File: src/rtl/issue_split_if.sv
// Issue-stage bus between the issue buffers, the pair checker and the issue/execute buffers.
// The master side is the pipeline; the slave side is the pair checker.
interface issue_split_if #(
    parameter int unsigned CTRL_W = 16
);
    logic [31:0]       inst0_issue;
    logic [31:0]       inst1_issue;
    logic [CTRL_W-1:0] ctrl0_issue;
    logic [CTRL_W-1:0] ctrl1_issue;
    logic              backend_we;
    logic [31:0]       issued_inst0;
    logic [31:0]       issued_inst1;
    logic [CTRL_W-1:0] issued_ctrl0;
    logic [CTRL_W-1:0] issued_ctrl1;
    logic              split_stall;

    modport master (
        output inst0_issue,
        output inst1_issue,
        output ctrl0_issue,
        output ctrl1_issue,
        output backend_we,
        input  issued_inst0,
        input  issued_inst1,
        input  issued_ctrl0,
        input  issued_ctrl1,
        input  split_stall
    );

    modport slave (
        input  inst0_issue,
        input  inst1_issue,
        input  ctrl0_issue,
        input  ctrl1_issue,
        input  backend_we,
        output issued_inst0,
        output issued_inst1,
        output issued_ctrl0,
        output issued_ctrl1,
        output split_stall
    );
endinterface

File: src/rtl/issue_split.sv
// Dual-issue pair checker: passes independent pairs through and serializes
// dependent pairs over two backend cycles (slot 0, then slot 1).
module issue_split #(
    parameter int unsigned CTRL_W       = 16,
    parameter int unsigned REGWRITE_BIT = 0,
    parameter int unsigned RS1_USE_BIT  = 1,
    parameter int unsigned RS2_USE_BIT  = 2,
    parameter int unsigned MEM_BIT      = 3
) (
    input  logic         clock_i,
    input  logic         reset_i,
    issue_split_if.slave bus,
    output logic [31:0]  split_count_o
);

    typedef enum logic [0:0] {
        StPair,
        StSecond
    } state_e;

    state_e      state_q;
    logic [31:0] count_q;

    logic [4:0] rd0;
    logic [4:0] rd1;
    logic [4:0] rs1_1;
    logic [4:0] rs2_1;
    logic       valid0;
    logic       valid1;
    logic       raw;
    logic       waw;
    logic       structural;
    logic       hazard;

    always_comb begin
        rd0    = bus.inst0_issue[11:7];
        rd1    = bus.inst1_issue[11:7];
        rs1_1  = bus.inst1_issue[19:15];
        rs2_1  = bus.inst1_issue[24:20];
        valid0 = |bus.ctrl0_issue;
        valid1 = |bus.ctrl1_issue;

        raw = bus.ctrl0_issue[REGWRITE_BIT] && (rd0 != 5'd0) &&
              ((bus.ctrl1_issue[RS1_USE_BIT] && (rs1_1 == rd0)) ||
               (bus.ctrl1_issue[RS2_USE_BIT] && (rs2_1 == rd0)));
        waw = bus.ctrl0_issue[REGWRITE_BIT] && bus.ctrl1_issue[REGWRITE_BIT] &&
              (rd0 == rd1) && (rd0 != 5'd0);
        structural = bus.ctrl0_issue[MEM_BIT] && bus.ctrl1_issue[MEM_BIT];

        hazard = valid0 && valid1 && (raw || waw || structural);
    end

    // Outputs are zero-latency; the pipeline registers them downstream.
    always_comb begin
        bus.issued_inst0 = bus.inst0_issue;
        bus.issued_inst1 = bus.inst1_issue;
        bus.issued_ctrl0 = bus.ctrl0_issue;
        bus.issued_ctrl1 = bus.ctrl1_issue;
        bus.split_stall  = 1'b0;
        unique case (state_q)
            StPair: begin
                if (hazard) begin
                    bus.issued_inst1 = '0;
                    bus.issued_ctrl1 = '0;
                    bus.split_stall  = 1'b1;
                end
            end
            StSecond: begin
                bus.issued_inst0 = '0;
                bus.issued_ctrl0 = '0;
            end
            default: begin
                bus.issued_inst0 = '0;
                bus.issued_inst1 = '0;
                bus.issued_ctrl0 = '0;
                bus.issued_ctrl1 = '0;
            end
        endcase
    end

    // A frozen backend holds both state and counter.
    always_ff @(posedge clock_i) begin
        if (reset_i) begin
            state_q <= StPair;
            count_q <= '0;
        end else if (bus.backend_we) begin
            unique case (state_q)
                StPair: begin
                    if (hazard) begin
                        state_q <= StSecond;
                    end
                end
                StSecond: begin
                    state_q <= StPair;
                    count_q <= count_q + 32'd1;
                end
                default: state_q <= StPair;
            endcase
        end
    end

    assign split_count_o = count_q;

endmodule

File: src/flat_wrapper.sv
// flat-port wrapper written by rule: the top's interface ports become plain ports
module issue_split_flat 
#(
    parameter int unsigned CTRL_W       = 16,
    parameter int unsigned REGWRITE_BIT = 0,
    parameter int unsigned RS1_USE_BIT  = 1,
    parameter int unsigned RS2_USE_BIT  = 2,
    parameter int unsigned MEM_BIT      = 3
)
  (clock_i, reset_i, split_count_o, bus_inst0_issue, bus_inst1_issue, bus_ctrl0_issue, bus_ctrl1_issue, bus_backend_we, bus_issued_inst0, bus_issued_inst1, bus_issued_ctrl0, bus_issued_ctrl1, bus_split_stall);
  issue_split_if #(.CTRL_W(CTRL_W)) bus_i ();
  input  logic clock_i;
  input  logic reset_i;
  output logic [31:0] split_count_o;
  input wire logic [$bits(bus_i.inst0_issue)-1:0] bus_inst0_issue;
  input wire logic [$bits(bus_i.inst1_issue)-1:0] bus_inst1_issue;
  input wire logic [$bits(bus_i.ctrl0_issue)-1:0] bus_ctrl0_issue;
  input wire logic [$bits(bus_i.ctrl1_issue)-1:0] bus_ctrl1_issue;
  input wire logic [$bits(bus_i.backend_we)-1:0] bus_backend_we;
  output wire logic [$bits(bus_i.issued_inst0)-1:0] bus_issued_inst0;
  output wire logic [$bits(bus_i.issued_inst1)-1:0] bus_issued_inst1;
  output wire logic [$bits(bus_i.issued_ctrl0)-1:0] bus_issued_ctrl0;
  output wire logic [$bits(bus_i.issued_ctrl1)-1:0] bus_issued_ctrl1;
  output wire logic [$bits(bus_i.split_stall)-1:0] bus_split_stall;
  assign bus_i.inst0_issue = bus_inst0_issue;
  assign bus_i.inst1_issue = bus_inst1_issue;
  assign bus_i.ctrl0_issue = bus_ctrl0_issue;
  assign bus_i.ctrl1_issue = bus_ctrl1_issue;
  assign bus_i.backend_we = bus_backend_we;
  assign bus_issued_inst0 = bus_i.issued_inst0;
  assign bus_issued_inst1 = bus_i.issued_inst1;
  assign bus_issued_ctrl0 = bus_i.issued_ctrl0;
  assign bus_issued_ctrl1 = bus_i.issued_ctrl1;
  assign bus_split_stall = bus_i.split_stall;
  issue_split #(.CTRL_W(CTRL_W), .REGWRITE_BIT(REGWRITE_BIT), .RS1_USE_BIT(RS1_USE_BIT), .RS2_USE_BIT(RS2_USE_BIT), .MEM_BIT(MEM_BIT)) u_core (.clock_i(clock_i), .reset_i(reset_i), .bus(bus_i), .split_count_o(split_count_o));
endmodule
File: config.mk
export PLATFORM = sky130hd
export DESIGN_NAME = issue_split_flat
export DESIGN_NICKNAME = d
export VERILOG_FILES = /design/src/rtl/issue_split_if.sv /design/src/rtl/issue_split.sv /design/src/flat_wrapper.sv
export SDC_FILE = /design/constraint.sdc
export NUM_CORES = 1
export LEC_CHECK = 0
export CORE_AREA = 2 2 93 86
export CTS_BUF_LIST = sky130_fd_sc_hd__clkbuf_16
export DETAILED_ROUTE_END_ITERATION = 12
export DIE_AREA = 0 0 95 88
export PLACE_DENSITY_LB_ADDON = 0.1
export SYNTH_ARGS = -nofsm -noshare
export SYNTH_HDL_FRONTEND = slang
export SYNTH_SLANG_ARGS = --single-unit
File: constraint.sdc
create_clock -name clock_i -period 6.6 [get_ports clock_i]
set_input_delay 1.65 -clock clock_i [delete_from_list [all_inputs] [get_ports clock_i]]
set_output_delay 1.65 -clock clock_i [all_outputs]
set_load 0.01 [all_outputs]
==> flow_summary.json <==
{
  "fin_crit_ps": 5920,
  "crit_type": "primary input to output pin",
  "min_path_cells": 2,
  "power_density_mw_per_mm2": 134,
  "cts_tree": "done",
  "ys_types": 38,
  "ios": 228,
  "hpwlAfterDp_um": 8440,
  "start_util": 0.331,
  "synth_edf_count": 0,
  "maxSlewViolCount": 0,
  "grt_max_degree": 55,
  "grt_pass1_wl_um": 15400,
  "rsz0062_at_grt": "no",
  "hold_path_class": "register to register",
  "max_stage_delay_ps": 560,
  "synth_area_leaders": "dfxtp_1 (27%), and2_1 (13%), nor2b_1 (13%)",
  "critPathMostFrequentCell": "clkdlybuf4s50_1",
  "gp_congestion": 0.813,
  "outcome": "complete, no violations",
  "drtAntennaViolNets": 0,
  "cts_sinks": 33,
  "final_common_cell": "clkdlybuf4s50_1",
  "grt_overflow": 0,
  "grt_busiest_layer": "met2",
  "groute.layer.met2.usage": 0.424,
  "final_cell_mix": "clkdlybuf4s50_1 (227), and2_1 (49), nor2b_1 (49)",
  "cts_resized": 0,
  "clockRootBuffer": "clkbuf_16",
  "finalSetupViolCount": 0,
  "yosysTopAreaCellShare": 0.270,
  "fp.dieH_um": 88,
  "grt_antenna_before_repair": 1,
  "grt_util_all_layers": 0.240,
  "synth.avg_cell_area_sq_um": 7.77,
  "cp.arrival_ps": 4270,
  "num-fill-cells": 621,
  "firstDrtPassIters": 4,
  "fin_crit_sh": 0.898,
  "yosysTopAreaCell": "dfxtp_1",
  "grt_pass1_vias": 2898,
  "fin_tns_setup_ps": 0,
  "max_freq_mhz": 169,
  "fin_nets": 633,
  "h-tree-depth": 2,
  "syn_area_sq_mm": 0.00245,
  "crit_required_ps": 4950,
  "dr_total_vias": 2960,
  "cp-end-kind": "output pin",
  "die_x_um": 95,
  "use_met1": 0.260,
  "rr_worst_depth": 5,
  "dpl_cell_area_sq_mm": 0.00476,
  "ys.flop_type": "dfxtp_1",
  "ys_seq_area_frac": 0.270,
  "drive_above_1_share": 0.0337,
  "hold_buffers": 0,
  "drtIter0Drc": 63,
  "dieArea_sq_mm": 0.00836,
  "hold_viol": 0,
  "routedWlPerCell_um": 16.1,
  "clock_latency_ps": 280,
  "ys_ff_latch": 33,
  "critical_path.cell_chain": "clkdlybuf4s50_1 -> or4_1 -> o21ai_1 -> a211oi_1 -> o21ai_2 -> buf_4 -> and2_1 -> clkdlybuf4s50_1",
  "netlist_instances": 315,
  "slew_headroom": 0.375,
  "cts_buffers": 5,
  "p_leak_nw": 1.75,
  "syn2layout_area_growth_pct": 100,
  "clk_pin_slew_ps": 50,
  "crit_fanout": 32,
  "synth_nets": 415,
  "clk_path_buf_depth": 2,
  "yosysWarningCount": 0,
  "drc_errors": 0,
  "met3_usage": 0.0972,
  "core_area_sq_mm": 0.00739,
  "num_rows": 30,
  "async_flop_share": 0,
  "post_cts_buffers": 0,
  "critPathLaunchType": "primary input",
  "port_buffers": 227,
  "wl_um": 10200,
  "maxCapViolCount": 0,
  "drt-vias-per-instance": 4.69,
  "final.setup_skew_ps": 5.32,
  "worst_slew_pin_slew_ps": 937,
  "vdd_ir_drop_max_mv": 0.0919,
  "design_area_sq_mm": 0.00490,
  "cp_slowest_cell": "or4_1"
}
[worst max-delay path: cells and delay by family]
family | cells | cell delay (ps)
AOI/OAI and AO/OA | 3 | 450
buffers and inverters | 3 | 1430
and+or+nand+nor | 2 | 740
[per-stage QoR]
step | hold WS (ps) | total power (W) | util | cells | worst slack, ps
5_1_grt | 556 | 0.000688 | 0.662 | 630 | 456
2_1_floorplan | 504 | 0.000284 | - | 315 | 2080
4_1_cts | 512 | 0.000666 | 0.662 | 630 | 656
3_3_place_gp | 481 | 0.000444 | 0.644 | 622 | 716
3_5_place_dp | 504 | 0.000446 | 0.644 | 622 | 658
6_report | 506 | 0.000659 | 0.663 | 631 | 676
[kinds of logic (layout without fill, tap and decap cells)]
family,after synthesis,after routing,share of synthesized area
xor+xnor,42,42,0.150
fa+ha+maj,1,1,0.00511
simple gates,200,200,0.486
other cells,0,1,0
compound gates,17,17,0.0424
buf+inv,22,241,0.0460
flops,33,33,0.270
[report_power, final]
group	internal (W)	switching, W	leakage [nW]
clock network	0.000137	0.0000823	0.0748
logic	0.000152	0.0000851	1.41
registers	0.000200	0.00000365	0.266
total	0.000488	0.000171	1.75
[synthesized netlist by cell type (all sizes together), types with 7 or more instances]
master,n
and4,7
and2,49
dfxtp,33
nor4,18
clkbuf,11
buf,7
nand3,13
nor2b,49
nor2,28
nand2,14
xnor2,34
xor2,8
[layout make-up]
| type | count | area [sq um] | area share |
|---|---|---|---|
| Antenna cell | 1 | 2.50 | 0.000511 |
| Multi-Input combinational cell | 260 | 1680 | 0.342 |
| Tap cell | 96 | 120 | 0.0245 |
| Clock inverter | 3 | 13.8 | 0.00281 |
| Sequential cell | 33 | 662 | 0.135 |
| Clock buffer | 5 | 125 | 0.0255 |
| Timing Repair Buffer | 229 | 2290 | 0.467 |
| Inverter | 4 | 15.0 | 0.00306 |
[layer usage]
metal,vias to the layer above,wire length [um]
met5,-,0
met4,0,262
li1,1485,-
met1,1348,3740
met3,21,865
met2,106,5300
[flip-flops by register name (all words and copies together) (netlist names)]
register and flops:
u_core.state_q 1, u_core.split_count_o 32
[worst paths after layout]
kind / start / to / slack (ps)
hold / removal: u_core.split_count_o[1] / u_core.split_count_o[1] / 510
hold reg to reg: u_core.split_count_o[1] / u_core.split_count_o[1] / 510
setup reg to reg: u_core.state_q / u_core.split_count_o[31] / 4140
setup / recovery: bus_inst0_issue[8] / bus_issued_ctrl1[7] / 680
No activity file was read; power rests on OpenSTA's default activity.
